`config.mk`:
```
export PLATFORM = sky130hd
export DESIGN_NAME = aes_result_tx
export DESIGN_NICKNAME = d
export VERILOG_FILES = /design/src/rtl/aes_result_tx_pkg.sv /design/src/rtl/aes_result_tx_rise_detect.sv /design/src/rtl/aes_result_tx.sv
export SDC_FILE = /design/constraint.sdc
export NUM_CORES = 1
export LEC_CHECK = 0
export CAP_MARGIN = 10
export CORE_ASPECT_RATIO = 2
export CORE_UTILIZATION = 50
export DETAILED_ROUTE_END_ITERATION = 16
export GPL_TIMING_DRIVEN = 0
export PLACE_DENSITY = 0.87
export SETUP_SLACK_MARGIN = 0.5
export SYNTH_ARGS = -nofsm -noshare
export SYNTH_HDL_FRONTEND = slang
export SYNTH_SLANG_ARGS = --single-unit
```
`constraint.sdc`:
```
create_clock -name clk -period 1.9 [get_ports clk]
set_input_delay 0.38 -clock clk [delete_from_list [all_inputs] [get_ports clk]]
set_output_delay 0.38 -clock clk [all_outputs]
set_load 0.02 [all_outputs]
```
`src/rtl/aes_result_tx_pkg.sv`:
```
// Shared definitions for the AES result read-back path.
package aes_pkg;
    localparam int BLOCK_BITS = 128;

    typedef enum logic [1:0] {
        IDLE,
        READY,
        SHIFT
    } tx_state_t;
endpackage

```
`src/rtl/aes_result_tx_rise_detect.sv`:
```
// Single-bit rising-edge detector; the strobe is combinational from the registered previous level.
module rise_detect (
    input  logic clk,
    input  logic rst,
    input  logic d,
    output logic rise
);
    logic d_q;

    always_ff @(posedge clk) begin
        if (rst) begin
            d_q <= 1'b0;
        end else begin
            d_q <= d;
        end
    end

    assign rise = d & ~d_q;
endmodule

```
`src/rtl/aes_result_tx.sv`:
```
// Captures a 128-bit AES result on a done-strobe rising edge and shifts it out MSB-first while cs is low.
module aes_result_tx
    import aes_pkg::*;
#(
    parameter int datasize = BLOCK_BITS,
    parameter int CNTW     = 8
) (
    input  logic                clk,
    input  logic                rst,
    input  logic                load,
    input  logic [datasize-1:0] data_in,
    input  logic                cs,
    output logic                miso,
    output logic                ready,
    output logic                busy,
    output logic                done,
    output logic                aborted
);
    localparam logic [CNTW-1:0] LAST_BIT = CNTW'(datasize - 1);

    tx_state_t           state;
    logic [datasize-1:0] hold;
    logic [datasize-1:0] shreg;
    logic [CNTW-1:0]     cnt;
    logic                capture;
    logic [datasize-1:0] shifted;

    rise_detect u_load_rise (
        .clk  (clk),
        .rst  (rst),
        .d    (load),
        .rise (capture)
    );

    assign shifted = {shreg[datasize-2:0], 1'b0};

    always_ff @(posedge clk) begin
        if (rst) begin
            state   <= IDLE;
            hold    <= '0;
            shreg   <= '0;
            cnt     <= '0;
            done    <= 1'b0;
            aborted <= 1'b0;
        end else begin
            done    <= 1'b0;
            aborted <= 1'b0;
            case (state)
                IDLE: begin
                    if (capture) begin
                        hold  <= data_in;
                        shreg <= data_in;
                        cnt   <= '0;
                        state <= READY;
                    end
                end
                READY: begin
                    // A newer result replaces the pending one until the host starts clocking.
                    if (capture) begin
                        hold  <= data_in;
                        shreg <= data_in;
                    end else if (!cs) begin
                        shreg <= shifted;
                        cnt   <= CNTW'(1);
                        state <= SHIFT;
                    end
                end
                SHIFT: begin
                    // Capture edges are deliberately ignored here so the frame stays intact.
                    if (cs) begin
                        shreg   <= hold;
                        cnt     <= '0;
                        aborted <= 1'b1;
                        state   <= READY;
                    end else if (cnt == LAST_BIT) begin
                        shreg <= shifted;
                        cnt   <= '0;
                        done  <= 1'b1;
                        state <= IDLE;
                    end else begin
                        shreg <= shifted;
                        cnt   <= cnt + CNTW'(1);
                    end
                end
                default: state <= IDLE;
            endcase
        end
    end

    assign ready = (state == READY) || (state == SHIFT);
    assign busy  = (state == SHIFT);
    assign miso  = ready ? shreg[datasize-1] : 1'b0;
endmodule

```
# Word-level counts from Yosys, hierarchy flattened
# Index checks and enable logic that the tools add are counted.
word_totals:
  out_inout_bits: 5
  register_bits: 269
  input_bits: 132
classes:
  n_reduce_logical: 10
  muxes: 20
  bitwise: 3
  addsub: 1
  n_eq_ne: 8
ops:
  columns: ["op", "count"]
  rows:
  - ["128-bit two-way mux", 4]
  - ["128-bit case mux with 3 select lines", 1]
  - ["8-bit two-way mux", 5]
  - ["8-bit case mux with 3 select lines", 1]
  - ["2-bit two-way mux", 5]
  - ["8-bit by 1-bit adder with 8-bit output, second input constant", 1]
  - ["8-bit by 7-bit equality test with 1-bit output, second input constant", 1]
  - ["4-bit AND reduction", 2]
  - ["2-bit inequality test, second input constant", 3]
  - ["2-bit case mux with 3 select lines", 1]
  - ["2-bit OR reduction", 2]
  - ["1-bit two-way mux", 3]
  - ["3-bit by 2-bit inequality test with 1-bit output, second input constant", 1]
  - ["3-bit inequality test, second input constant", 1]
  - ["3-bit AND reduction", 1]
  - ["3-bit nonzero test", 1]
  - ["3-bit OR reduction", 1]
  - ["2-bit by 1-bit equality test with 1-bit output, second input constant", 1]
  - ["2-bit equality test, second input constant", 1]
  - ["2-bit zero test", 1]
  - ["1-bit NOT", 2]
  - ["2-bit AND reduction", 1]
  - ["1-bit bitwise AND", 1]
  - ["1-bit logical OR", 1]

# Longest topological paths before layout
logic_depth:
  word_depth: 4
  mapped_depth: 9
  mapped_depth_nobuf: 6

# Cells and area by module
# Synthesis repeated with hierarchy kept, for this count alone.
hier_totals:
  cells_unflattened: 1244
  hier_area_um2: 10717.8
by_module_without_submodules:
  columns: ["module", "n_inst", "seq_area_each_um2", "area_each_um2", "cells_per_inst"]
  rows:
  - ["aes_result_tx", 1, 5365.1, 10670.2, 1241]
  - ["rise_detect", 1, 20.0, 47.5, 3]

# Least setup slack after synthesis
# OpenSTA, ideal clock, no wires.
synth_timing:
  kind: "register -> output"
  startpoint: "register state[1]"
  endpoint: "output miso"
  path_buffers: 3
  path_stages_with_launch: 7
  required_time_ns: 1.520
  t_arrival_ns: 1.834
  path_slack_ns: -0.314
  path_cell_list: "dfxtp_1 > inv_1 > ha_1 > clkbuf_1 > clkbuf_1 > clkbuf_1 > and2_1"
synth_between:
  elab_chain_len: 3
  elab_cells_between_ends: 4
  classes_between: "eq/ne: 2; mux: 1; reduce/logical: 1"
synth_rtl:
  columns: ["item", "line", "rtl"]
  rows:
  - ["start: declaration", "aes_result_tx.sv:21", "tx_state_t state;"]
  - ["start signal: assignment", "aes_result_tx.sv:39", "state <= IDLE;"]
  - ["start signal: assignment", "aes_result_tx.sv:54", "state <= READY;"]
  - ["start signal: assignment", "aes_result_tx.sv:65", "state <= SHIFT;"]
  - ["2-bit by 1-bit equality test with 1-bit output or 2-bit equality test (tied branches)", "aes_result_tx.sv:90", "assign ready = (state == READY) || (state == SHIFT);"]
  - ["1-bit logical OR *", "aes_result_tx.sv:90", null]
  - ["named net ready", "aes_result_tx.sv:14", "output logic ready,"]
  - ["1-bit two-way mux *", "aes_result_tx.sv:92", "assign miso = ready ? shreg[datasize-1] : 1'b0;"]
  - ["end: declaration", "aes_result_tx.sv:13", "output logic miso,"]
# The timed path passes the listed nets; every way through them passes the cells marked *.

# Worst setup path after layout
layout_timing:
  startpoint: "register state[1]"
  endpoint: "register shreg[56]"
layout_between:
  elab_chain_len: 3
  elab_cells_between_ends: 8
  classes_between: "eq/ne: 4; mux: 1; reduce/logical: 3"
layout_rtl:
  columns: ["item", "line", "rtl"]
  rows:
  - ["2-bit by 1-bit equality test with 1-bit output (tied with other cells)", "aes_result_tx.sv:48", "case (state)"]
  - ["3-bit inequality test (no line) (tied with other cells)", null, null]
  - ["3-bit AND reduction (no line)", null, null]
  - ["end signal: assignment", "aes_result_tx.sv:52", "shreg <= data_in;"]
  - ["end signal: assignment", "aes_result_tx.sv:61", "shreg <= data_in;"]
  - ["end signal: assignment", "aes_result_tx.sv:63", "shreg <= shifted;"]
  - ["end: declaration", "aes_result_tx.sv:23", "logic [datasize-1:0] shreg;"]
# Several ways; a longest one is shown, not always the timed one.
# A chain may end at the register's enable or synchronous reset.

==> results.md <==
- Outcome: finished, violations left
- Failing checks: negative setup slack
- CTS Hold Buffers Added: 0
- Initial Util: 50.8%
- EDFF count, synth: 0
- Via count: 12800
- TritonCTS Buffers: 24
- CP Class: flop to flop
- Maximum clock frequency: 430 MHz
- Met2 GRT Util: 56.5%
- Worst skew pair latency: 0.55 ns
- Inserted Diodes: 0
- Synth-to-Final Area Change: 54.0%
- Hold crit path type: input pin to flop
- Reg2Reg Depth: 10
- RSZ-0062 raised after global routing: true
- Htree depth: 1
- Drt wl/cell: 24.1 um
- Maximum root-to-sink buffer count: 3
- TritonCTS clock tree: yes
- Met3 usage: 4.16%
- Vias per cell: 6.70
- CP max-delay cell: a221oi_4
- Ys flop type: dfxtp_1
- Peak VDD IR: 1.02 mV
- DP Worst Slack: -0.962 ns
- Hold Vio Cnt, Final: 0
- DRC viols: 0
- First-pass GRT wire length: 54400 um
- Crit path cell chain: inv_4, ha_4, buf_8, buf_6, buf_6, and3_4, clkbuf_16, buf_12, a221oi_4, a21oi_1
- Die Height: 214 um
- Max cap viols: 0
- Relative slew slack: 52.7%
- Reg2Reg Setup Slack: -0.42 ns
- Cell family with most CP delay: buffers and inverters
- Startpoint type of the worst setup path: flop
- Initial DRC Count: 1395
- Fraction of layout instances using a drive strength above 1: 28.5%
- Fin crit period: 2.32 ns
- Post-layout util: 78.2%
- Die width: 108 um
- Pre-Repair DR Iteration Count: 10
- Overflow after GRT: 0
- Slew @ Worst Pin: 0.710 ns
- Final Power: 24.6 mW
- Total clock sinks: 269
- Slew Limit Fails: 0
- Routed wire length: 46100 um
- Cell count after synthesis: 1390
- Syn_nets: 1527
- Met1 Usage GRT: 29.5%
- PortBufs: 136
- Arrival time of the worst setup path: 2.73 ns
- Power per cell area: 1420 nW/um^2
- Seq cells post-synth: 269
- Syn Area/Cell: 8.06 um^2
- Filler cells: 1240
- CP bufs+invs: 6
- Final WS setup: -0.424 ns
- Worst r2r src: state[1]
- Worst path required time: 2.31 ns
- Final cycle utilization of the critical path: 122%
- Number of global-route vias before repair: 11300
- Yosys cell types: 43
- Row count: 77
- Min-Delay Startpoint: data_in[81]
- Initial antenna violation count: 0
- Die Area: 23000 um^2
- Max incr delay on CP: 0.45 ns
- Hold endpoint: hold[81]
- CORE AREA: 22100 um^2
- Global Route Usage Sum: 29.7%
- Hold depth: 3
- Reg2reg end: shreg[56]
- Antenna viol nets, final: 0
- Clock-pin slew on the worst setup and hold paths: 0.08 ns
- Gp weighted congestion: 0.892
- Yosys warns: 0
- CP Capture Type: flop
- Setup-failing EPs final: 148
- Seq/Total Area, Yosys: 48.1%
- Synthesized area: 11200 um^2
- Largest net degree at the start of global routing: 16
- Fin nets: 1757
- Fraction of registers with async set/reset: 0%
- Hpwl dp: 23400 um
- Most frequent CP cell: buf_6
- Pleak: 5.99 nW
- Clock root buffer: clkbuf_16
- Critical Path Fanout Max: 6
- Top Usage Layer GRT: met2
- Layout Skew: 0.0151 ns
- Boundary Pins: 137
-- cell usage after synthesis (5+ instances only) --
cell,instances,share of area [%]
dfxtp_1,269,48
a21oi_1,268,12
nand2_1,261,8.7
nand3_1,130,5.8
o21ai_0,130,5.8
a221oi_1,128,10
clkbuf_1,74,2.5
buf_2,49,2.2
buf_1,15,0.50
inv_1,8,0.27
ha_1,5,0.56
nor2_1,5,0.17
-- cell families after synthesis --
| family | share of synthesized area (%) |
|---|---|
| AND/OR/NAND/NOR | 15.9 |
| adder cells (fa/ha/maj) | 0.558 |
| buffers and inverters | 5.95 |
| flip-flops | 48.1 |
| AO/OA/AOI/OAI | 29.5 |
-- state kept, by name, indices dropped and copies added, names as in the netlist --
register,flops
aborted,1
cnt,8
done,1
hold,128
shreg,128
state,2
u_load_rise.d_q,1
-- power breakdown --
part           switching (mW)  internal [mW]
Combinational            6.73           4.57
Clock                    2.30           3.08
Sequential              0.919           6.97
Total                    9.95           14.6
-- layout make-up --
| class | instances | area (um^2) | share of cell area, % |
|---|---|---|---|
| tap | 276 | 345 | 2.00 |
| sequential | 269 | 5390 | 31.2 |
| timing repair buffer | 204 | 2290 | 13.2 |
| buffer | 145 | 1280 | 7.44 |
| multi-input combinational | 968 | 7070 | 41.0 |
| clock buffer | 35 | 693 | 4.02 |
| inverter | 8 | 32.5 | 0.189 |
| clock inverter | 9 | 148 | 0.856 |
-- how the worst max path moves through the flow --
stage                   from          to  slack, ns  cells past startpoint
global placement         rst    hold[83]      -0.91                      5
floorplan           state[1]  shreg[100]       0.18                      8
global route        state[1]   shreg[56]      -0.46                     10
detailed placement       rst    hold[48]      -0.96                      5
finish              state[1]   shreg[56]      -0.42                     10
CTS                 state[0]        miso      -0.32                      7
-- worst register-to-register path: stages, from the launching register on --
cell and delay, ns:
dfxtp_4 0.38, inv_4 0.05, ha_4 0.25, buf_8 0.13, buf_6 0.11, buf_6 0.10, and3_4 0.21, clkbuf_16 0.22
buf_12 0.16, a221oi_4 0.45, a21oi_1 0.13
-- layer usage --
| layer | part of all wire (%) | vias up | wire length (um) |
|---|---|---|---|
| li1 | - | 5521 | - |
| met1 | 32 | 6097 | 14700 |
| met2 | 50 | 893 | 23200 |
| met3 | 8.3 | 318 | 3810 |
| met4 | 9.5 | 0 | 4370 |
| met5 | 0 | - | 0 |
-- layout by cell type, fill, tap and decap left out, drive strengths merged, types with 3 or more instances in the layout --
| cell type | synthesis | final |
|---|---|---|
| o21ai | 133 | 133 |
| nand2 | 261 | 261 |
| clkdlybuf4s50 | 0 | 131 |
| and3 | 3 | 3 |
| buf | 70 | 130 |
| dfxtp | 269 | 269 |
| o31ai | 5 | 5 |
| bufinv | 0 | 4 |
| ha | 5 | 5 |
| nor2 | 5 | 5 |
| clkbuf | 75 | 123 |
| a21oi | 268 | 268 |
| or4 | 3 | 3 |
| inv | 8 | 8 |
| nand3 | 130 | 130 |
| clkinv | 0 | 4 |
| a221oi | 128 | 128 |
-- what timing repair did --
action                                  4_1_cts  5_1_grt
buffers inserted                             15       29
endpoints found under the setup margin      273      271
pin swaps                                    14      188
resized for setup                           122      381
hold endpoints to repair                      0        0
cloned                                        0       24
-- through the flow --
stage	instance area, um^2	hold WS [ns]	cells	setup TNS [ns]
after global routing	17300	0.463	1914	-29.62
final	17300	0.436	1914	-23.50
after CTS	14900	0.424	1861	-19.05
after global placement	13500	0.441	1802	-147.07
after detailed placement	13500	0.446	1802	-153.65
after floorplan	11800	0.436	1390	0
(Power assumes the default switching activity.)
